[src/rtl/switch_debounce_if.sv]
// switch_debounce_if: bundles the raw switch pins and the conditioned
// outputs of switch_debounce. The master side drives the raw pins and
// observes the outputs; the slave side is the debouncer itself.
interface switch_debounce_if;
    logic [3:0] i_Switch;
    logic [3:0] o_Level;
    logic [3:0] o_Press;
    logic [3:0] o_Release;
    logic [3:0] o_Long;

    modport master (
        output i_Switch,
        input  o_Level,
        input  o_Press,
        input  o_Release,
        input  o_Long
    );

    modport slave (
        input  i_Switch,
        output o_Level,
        output o_Press,
        output o_Release,
        output o_Long
    );
endinterface

[src/rtl/switch_debounce.sv]
// switch_debounce: four independent push-button lanes. Each lane has a
// two-flop synchronizer, a debounce counter producing a clean level, and
// registered one-cycle press/release pulses.
// Optional long-press pulse: define SWITCH_DEBOUNCE_LONG_PRESS_EN to build
// the per-lane hold counters; otherwise o_Long is tied to 4'b0000.
module switch_debounce #(
    parameter int DEBOUNCE_LIMIT = 250000,
    parameter int LONG_LIMIT     = 25000000
) (
    input  logic             i_Clk,
    input  logic             i_Rst_L,
    switch_debounce_if.slave bus
);

    localparam int CW = (DEBOUNCE_LIMIT > 2) ? $clog2(DEBOUNCE_LIMIT) : 1;
    localparam logic [CW-1:0] CNT_ZERO = CW'(0);
    localparam logic [CW-1:0] CNT_ONE  = CW'(1);
    localparam logic [CW-1:0] CNT_LAST = CW'(DEBOUNCE_LIMIT - 1);

    // Elaboration-time guard against out-of-range parameters.
    if (DEBOUNCE_LIMIT < 2) begin : g_bad_debounce
        $error("switch_debounce: DEBOUNCE_LIMIT must be >= 2");
    end
    if (LONG_LIMIT < 1) begin : g_bad_long
        $error("switch_debounce: LONG_LIMIT must be >= 1");
    end

    logic [3:0]    sync_a;
    logic [3:0]    sync_b;
    logic [CW-1:0] cnt [4];
    logic [3:0]    level;
    logic [3:0]    press;
    logic [3:0]    rel;

    // Two-flop synchronizer bringing the asynchronous pins into i_Clk.
    always_ff @(posedge i_Clk or negedge i_Rst_L) begin
        if (!i_Rst_L) begin
            sync_a <= 4'b0000;
            sync_b <= 4'b0000;
        end else begin
            sync_a <= bus.i_Switch;
            sync_b <= sync_a;
        end
    end

    // Debounce counters, clean level and edge pulses; the pulse is set on
    // the same edge the level flips so it coincides with the new level.
    always_ff @(posedge i_Clk or negedge i_Rst_L) begin
        if (!i_Rst_L) begin
            for (int i = 0; i < 4; i++) begin
                cnt[i] <= CNT_ZERO;
            end
            level <= 4'b0000;
            press <= 4'b0000;
            rel   <= 4'b0000;
        end else begin
            for (int i = 0; i < 4; i++) begin
                press[i] <= 1'b0;
                rel[i]   <= 1'b0;
                if (sync_b[i] == level[i]) begin
                    // Any return to the current level restarts the count.
                    cnt[i] <= CNT_ZERO;
                end else if (cnt[i] == CNT_LAST) begin
                    level[i] <= sync_b[i];
                    cnt[i]   <= CNT_ZERO;
                    press[i] <= sync_b[i];
                    rel[i]   <= ~sync_b[i];
                end else begin
                    cnt[i] <= cnt[i] + CNT_ONE;
                end
            end
        end
    end

    assign bus.o_Level   = level;
    assign bus.o_Press   = press;
    assign bus.o_Release = rel;

`ifdef SWITCH_DEBOUNCE_LONG_PRESS_EN
    localparam int HW = (LONG_LIMIT > 1) ? $clog2(LONG_LIMIT + 1) : 1;
    localparam logic [HW-1:0] HOLD_ZERO = HW'(0);
    localparam logic [HW-1:0] HOLD_ONE  = HW'(1);
    localparam logic [HW-1:0] HOLD_MAX  = HW'(LONG_LIMIT);
    localparam logic [HW-1:0] HOLD_FIRE = HW'(LONG_LIMIT - 1);

    logic [HW-1:0] hold [4];
    logic [3:0]    long_ev;

    // Hold counters: count debounced-high cycles, saturate at the limit so
    // the pulse fires once per press; a debounced low re-arms the lane.
    always_ff @(posedge i_Clk or negedge i_Rst_L) begin
        if (!i_Rst_L) begin
            for (int i = 0; i < 4; i++) begin
                hold[i] <= HOLD_ZERO;
            end
            long_ev <= 4'b0000;
        end else begin
            for (int i = 0; i < 4; i++) begin
                long_ev[i] <= 1'b0;
                if (!level[i]) begin
                    hold[i] <= HOLD_ZERO;
                end else if (hold[i] != HOLD_MAX) begin
                    hold[i]    <= hold[i] + HOLD_ONE;
                    long_ev[i] <= (hold[i] == HOLD_FIRE);
                end else begin
                    hold[i] <= hold[i];
                end
            end
        end
    end

    assign bus.o_Long = long_ev;
`else
    assign bus.o_Long = 4'b0000;
`endif

endmodule

[src/flat_wrapper.sv]
// flat-port wrapper written by rule: the top's interface ports become plain ports
module switch_debounce_flat 
#(
    parameter int DEBOUNCE_LIMIT = 250000,
    parameter int LONG_LIMIT     = 25000000
)
  (i_Clk, i_Rst_L, bus_i_Switch, bus_o_Level, bus_o_Press, bus_o_Release, bus_o_Long);
  switch_debounce_if bus_i ();
  input  logic i_Clk;
  input  logic i_Rst_L;
  input wire logic [$bits(bus_i.i_Switch)-1:0] bus_i_Switch;
  output wire logic [$bits(bus_i.o_Level)-1:0] bus_o_Level;
  output wire logic [$bits(bus_i.o_Press)-1:0] bus_o_Press;
  output wire logic [$bits(bus_i.o_Release)-1:0] bus_o_Release;
  output wire logic [$bits(bus_i.o_Long)-1:0] bus_o_Long;
  assign bus_i.i_Switch = bus_i_Switch;
  assign bus_o_Level = bus_i.o_Level;
  assign bus_o_Press = bus_i.o_Press;
  assign bus_o_Release = bus_i.o_Release;
  assign bus_o_Long = bus_i.o_Long;
  switch_debounce #(.DEBOUNCE_LIMIT(DEBOUNCE_LIMIT), .LONG_LIMIT(LONG_LIMIT)) u_core (.i_Clk(i_Clk), .i_Rst_L(i_Rst_L), .bus(bus_i));
endmodule
[config.mk]
export PLATFORM = sky130hd
export DESIGN_NAME = switch_debounce_flat
export DESIGN_NICKNAME = d
export VERILOG_FILES = /design/src/rtl/switch_debounce_if.sv /design/src/rtl/switch_debounce.sv /design/src/flat_wrapper.sv
export SDC_FILE = /design/constraint.sdc
export NUM_CORES = 1
export LEC_CHECK = 0
export ABC_CLOCK_PERIOD_IN_PS = 2000
export BUFFER_PORTS_ARGS = -buffer_cell sky130_fd_sc_hd__buf_2
export CORE_ASPECT_RATIO = 1.4
export CORE_UTILIZATION = 41
export CTS_CLUSTER_SIZE = 25
export DETAILED_ROUTE_END_ITERATION = 16
export GPL_TIMING_DRIVEN = 0
export SETUP_SLACK_MARGIN = 0.5
export SKIP_CTS_REPAIR_TIMING = 1
export SKIP_LAST_GASP = 1
export SLEW_MARGIN = 20
export SYNTH_ARGS = -nofsm -noshare
export SYNTH_HDL_FRONTEND = slang
export SYNTH_SLANG_ARGS = --single-unit
[constraint.sdc]
create_clock -name i_Clk -period 2 [get_ports i_Clk]
set_input_delay 0.3 -clock i_Clk [delete_from_list [all_inputs] [get_ports i_Clk]]
set_output_delay 0.3 -clock i_Clk [all_outputs]
set_load 0.01 [all_outputs]
==> metrics <==
cell row count=44; CTS root buffer=clkbuf_16; I/O pins=22; Max Fclk=0.511 GHz; vias per cell=5.17; final WL=8630 um; Mapped Cells=409; CP cell instances=nor4_2 > nand4_1 > or4_4 > mux2_4; P_int=2.85 mW; ratio of cells with drive above 1 in the final layout=38.1%; Data required, critical path=2220 ps; CP max stage delay=620 ps; Initial Util=41.9%; Leak Pwr=2.21 nW; Max VDD drop=0.486 mV; Vias=3212; GRT overflow=0; largest net degree at the start of global routing=60; Longest Clk Path Bufs=2; vias in the first global route=3085; DR DRC count=0; placer congestion estimate=0.815; routed wl met2=4360 um; maximum fanout along the worst path=4; Yosys cell types=36; CTS tree=done; crit path time final=1960 ps; first-pass GRT wire length=13900 um; DIE AREA=0.0110 mm2; top cell type by total area after synthesis=dfrtp_1; Placed Instances=568; worst hold path type=in -> reg; Routed Antenna Nets=0; unrepaired setup endpoints after global routing=yes; Max Clock Skew=5.54 ps; HPWL Detailed=5210 um; R2R cell count=4; CP startpoint kind=flop; drt wl/cell=13.9 um; Flop pwr share=51.9%; Max Cap Viol=0; Worst-path clk slew=60 ps; input/output buffers=17; Crit. End Element=flop; Layout area overhead=28.4%; net switching power=0.851 mW; commonest non-fill, non-tap cells in the layout=dfrtp_1 (75), xnor2_1 (43), nor2_2 (39); DR pass1 iterations=4; Max Slew Vio Count=0; commonest non-fill, non-tap cell in the layout=dfrtp_1; fin crit share=97.8%; syn_area_per_cell=10.6 um2; final hold vios=0; Yosys reg bits=92; CTS Buf Count=9; final setup fails=0; clk sinks=92; DR iter-0 viols=138; Finished Layout Cells=621; Die Ht=124 um; fillers=960; synth top area cells=dfrtp_1 (53%), xnor2_1 (8.7%), nor2_1 (6.3%); Mapped Area=0.00433 mm2; YS warnings=0; sw frac=23.0%; worst-skew pair later-pin latency=340 ps; initial antenna violation count=0; Gate power share=4.9%; layout net count=488; Clock power frac=43.2%; status=completed; CTS H-tree depth=3; met3 routed WL=215 um; top cell type's share of synthesized area=53.1%; Slowest cell on crit path=or4_4; Worst Path Arrival=2180 ps; Post-Route M1 WL=3860 um; DR top layer=met4; die outline width=88.9 um; critical path class=reg -> reg; worst slew pin tran=528 ps; gr usage total=16.4%; worst hold stages=1; PD cells=665 mW/mm2; # diodes=0; core area=0.0103 mm2; setup TNS=0 ps; register area share after synthesis=53.1%; Worst slew margin=64.5%
[per-stage QoR]
stage	util, %	worst slack [ps]	instance area [um2]	hold WS (ps)	power, mW
final	53.7	43.1	5560	60.8	3.70
after global routing	53.7	-10.5	5560	48.3	3.85
after detailed placement	45.6	-108	4710	212	2.09
after floorplan	-	148	4420	4.41	2.02
after global placement	45.2	-404	4680	331	2.08
after CTS	48.3	-113	4990	-163	3.70
[worst paths after layout]
kind | from | endpoint | slack, ps
max | u_core.cnt[47]$_DFF_PN0_ | u_core.bus.o_Level[1]$_DFFE_PN0P_ | 40
max reg2reg | u_core.cnt[47]$_DFF_PN0_ | u_core.bus.o_Level[1]$_DFFE_PN0P_ | 40
max in group asynchronous | i_Rst_L | u_core.cnt[26]$_DFF_PN0_ | 980
min in group asynchronous | i_Rst_L | u_core.cnt[5]$_DFF_PN0_ | 410
min reg2reg | u_core.sync_a[3]$_DFF_PN0_ | u_core.sync_b[3]$_DFF_PN0_ | 350
min | bus_i_Switch[1] | u_core.sync_a[1]$_DFF_PN0_ | 60
[sequential cells by signal, summed over array words and instances (netlist names)]
signal,count
u_core.sync_a,4
u_core.bus.o_Release,4
u_core.cnt,72
u_core.bus.o_Level,4
u_core.bus.o_Press,4
u_core.sync_b,4
[cell usage after synthesis (all sizes together)]
cell type and count:
or4 11, o21ai 2, dfrtp 92, or3 3, nor4 21, inv 9, nand4 22, mux2 4
nor3b 8, o41ai 4, buf 8, a31o 1, clkbuf 1, a21oi 8, or4b 1, o31ai 5
and4bb 1, and4 5, nor3 10, conb 1, nand2 24, xnor2 43, ha 4, nor2b 2
nand3 24, xor2 17, and3 5, nor2 73
[power by group through the flow]
stage / clock, mW / combinational [mW] / sequential [mW]
2_1_floorplan: 0 / 0.0719 / 1.95
3_3_place_gp: 0 / 0.127 / 1.95
3_5_place_dp: 0 / 0.137 / 1.95
4_1_cts: 1.65 / 0.138 / 1.92
5_1_grt: 1.72 / 0.207 / 1.92
6_report: 1.60 / 0.183 / 1.92
[cell families after synthesis]
| group | synth area share, % |
|---|---|
| buffers and inverters | 2.05 |
| AO/OA/AOI/OAI | 4.51 |
| AND/OR/NAND/NOR | 25.6 |
| flip-flops | 53.1 |
| multiplexers | 1.30 |
| adder cells (fa/ha/maj) | 1.16 |
| XOR/XNOR | 12.1 |
| other | 0.0865 |
[cell type report]
| class | count | area, um2 | area share (%) |
|---|---|---|---|
| flip-flops and latches | 92 | 2320 | 41.8 |
| multi-input cells | 302 | 2250 | 40.4 |
| repair buffers | 55 | 414 | 7.45 |
| clock buffers | 11 | 243 | 4.36 |
| well taps | 138 | 173 | 3.10 |
| plain buffers | 9 | 88.8 | 1.60 |
| clock inverters | 5 | 37.5 | 0.675 |
| inverters | 9 | 33.8 | 0.607 |
[metal layers]
layer / vias to the layer above / track usage (%)
li1: 1579 / -
met1: 1581 / 20.8
met2: 38 / 26.6
met3: 14 / 4.04
met4: 0 / 6.65
met5: - / 0
[worst max-delay path, delay by kind of cell, from the launching register on]
family	cells	cell delay [ps]
DFF	1	420
and+or+nand+nor	3	1100
muxes	1	320
(Power assumes the default switching activity.)
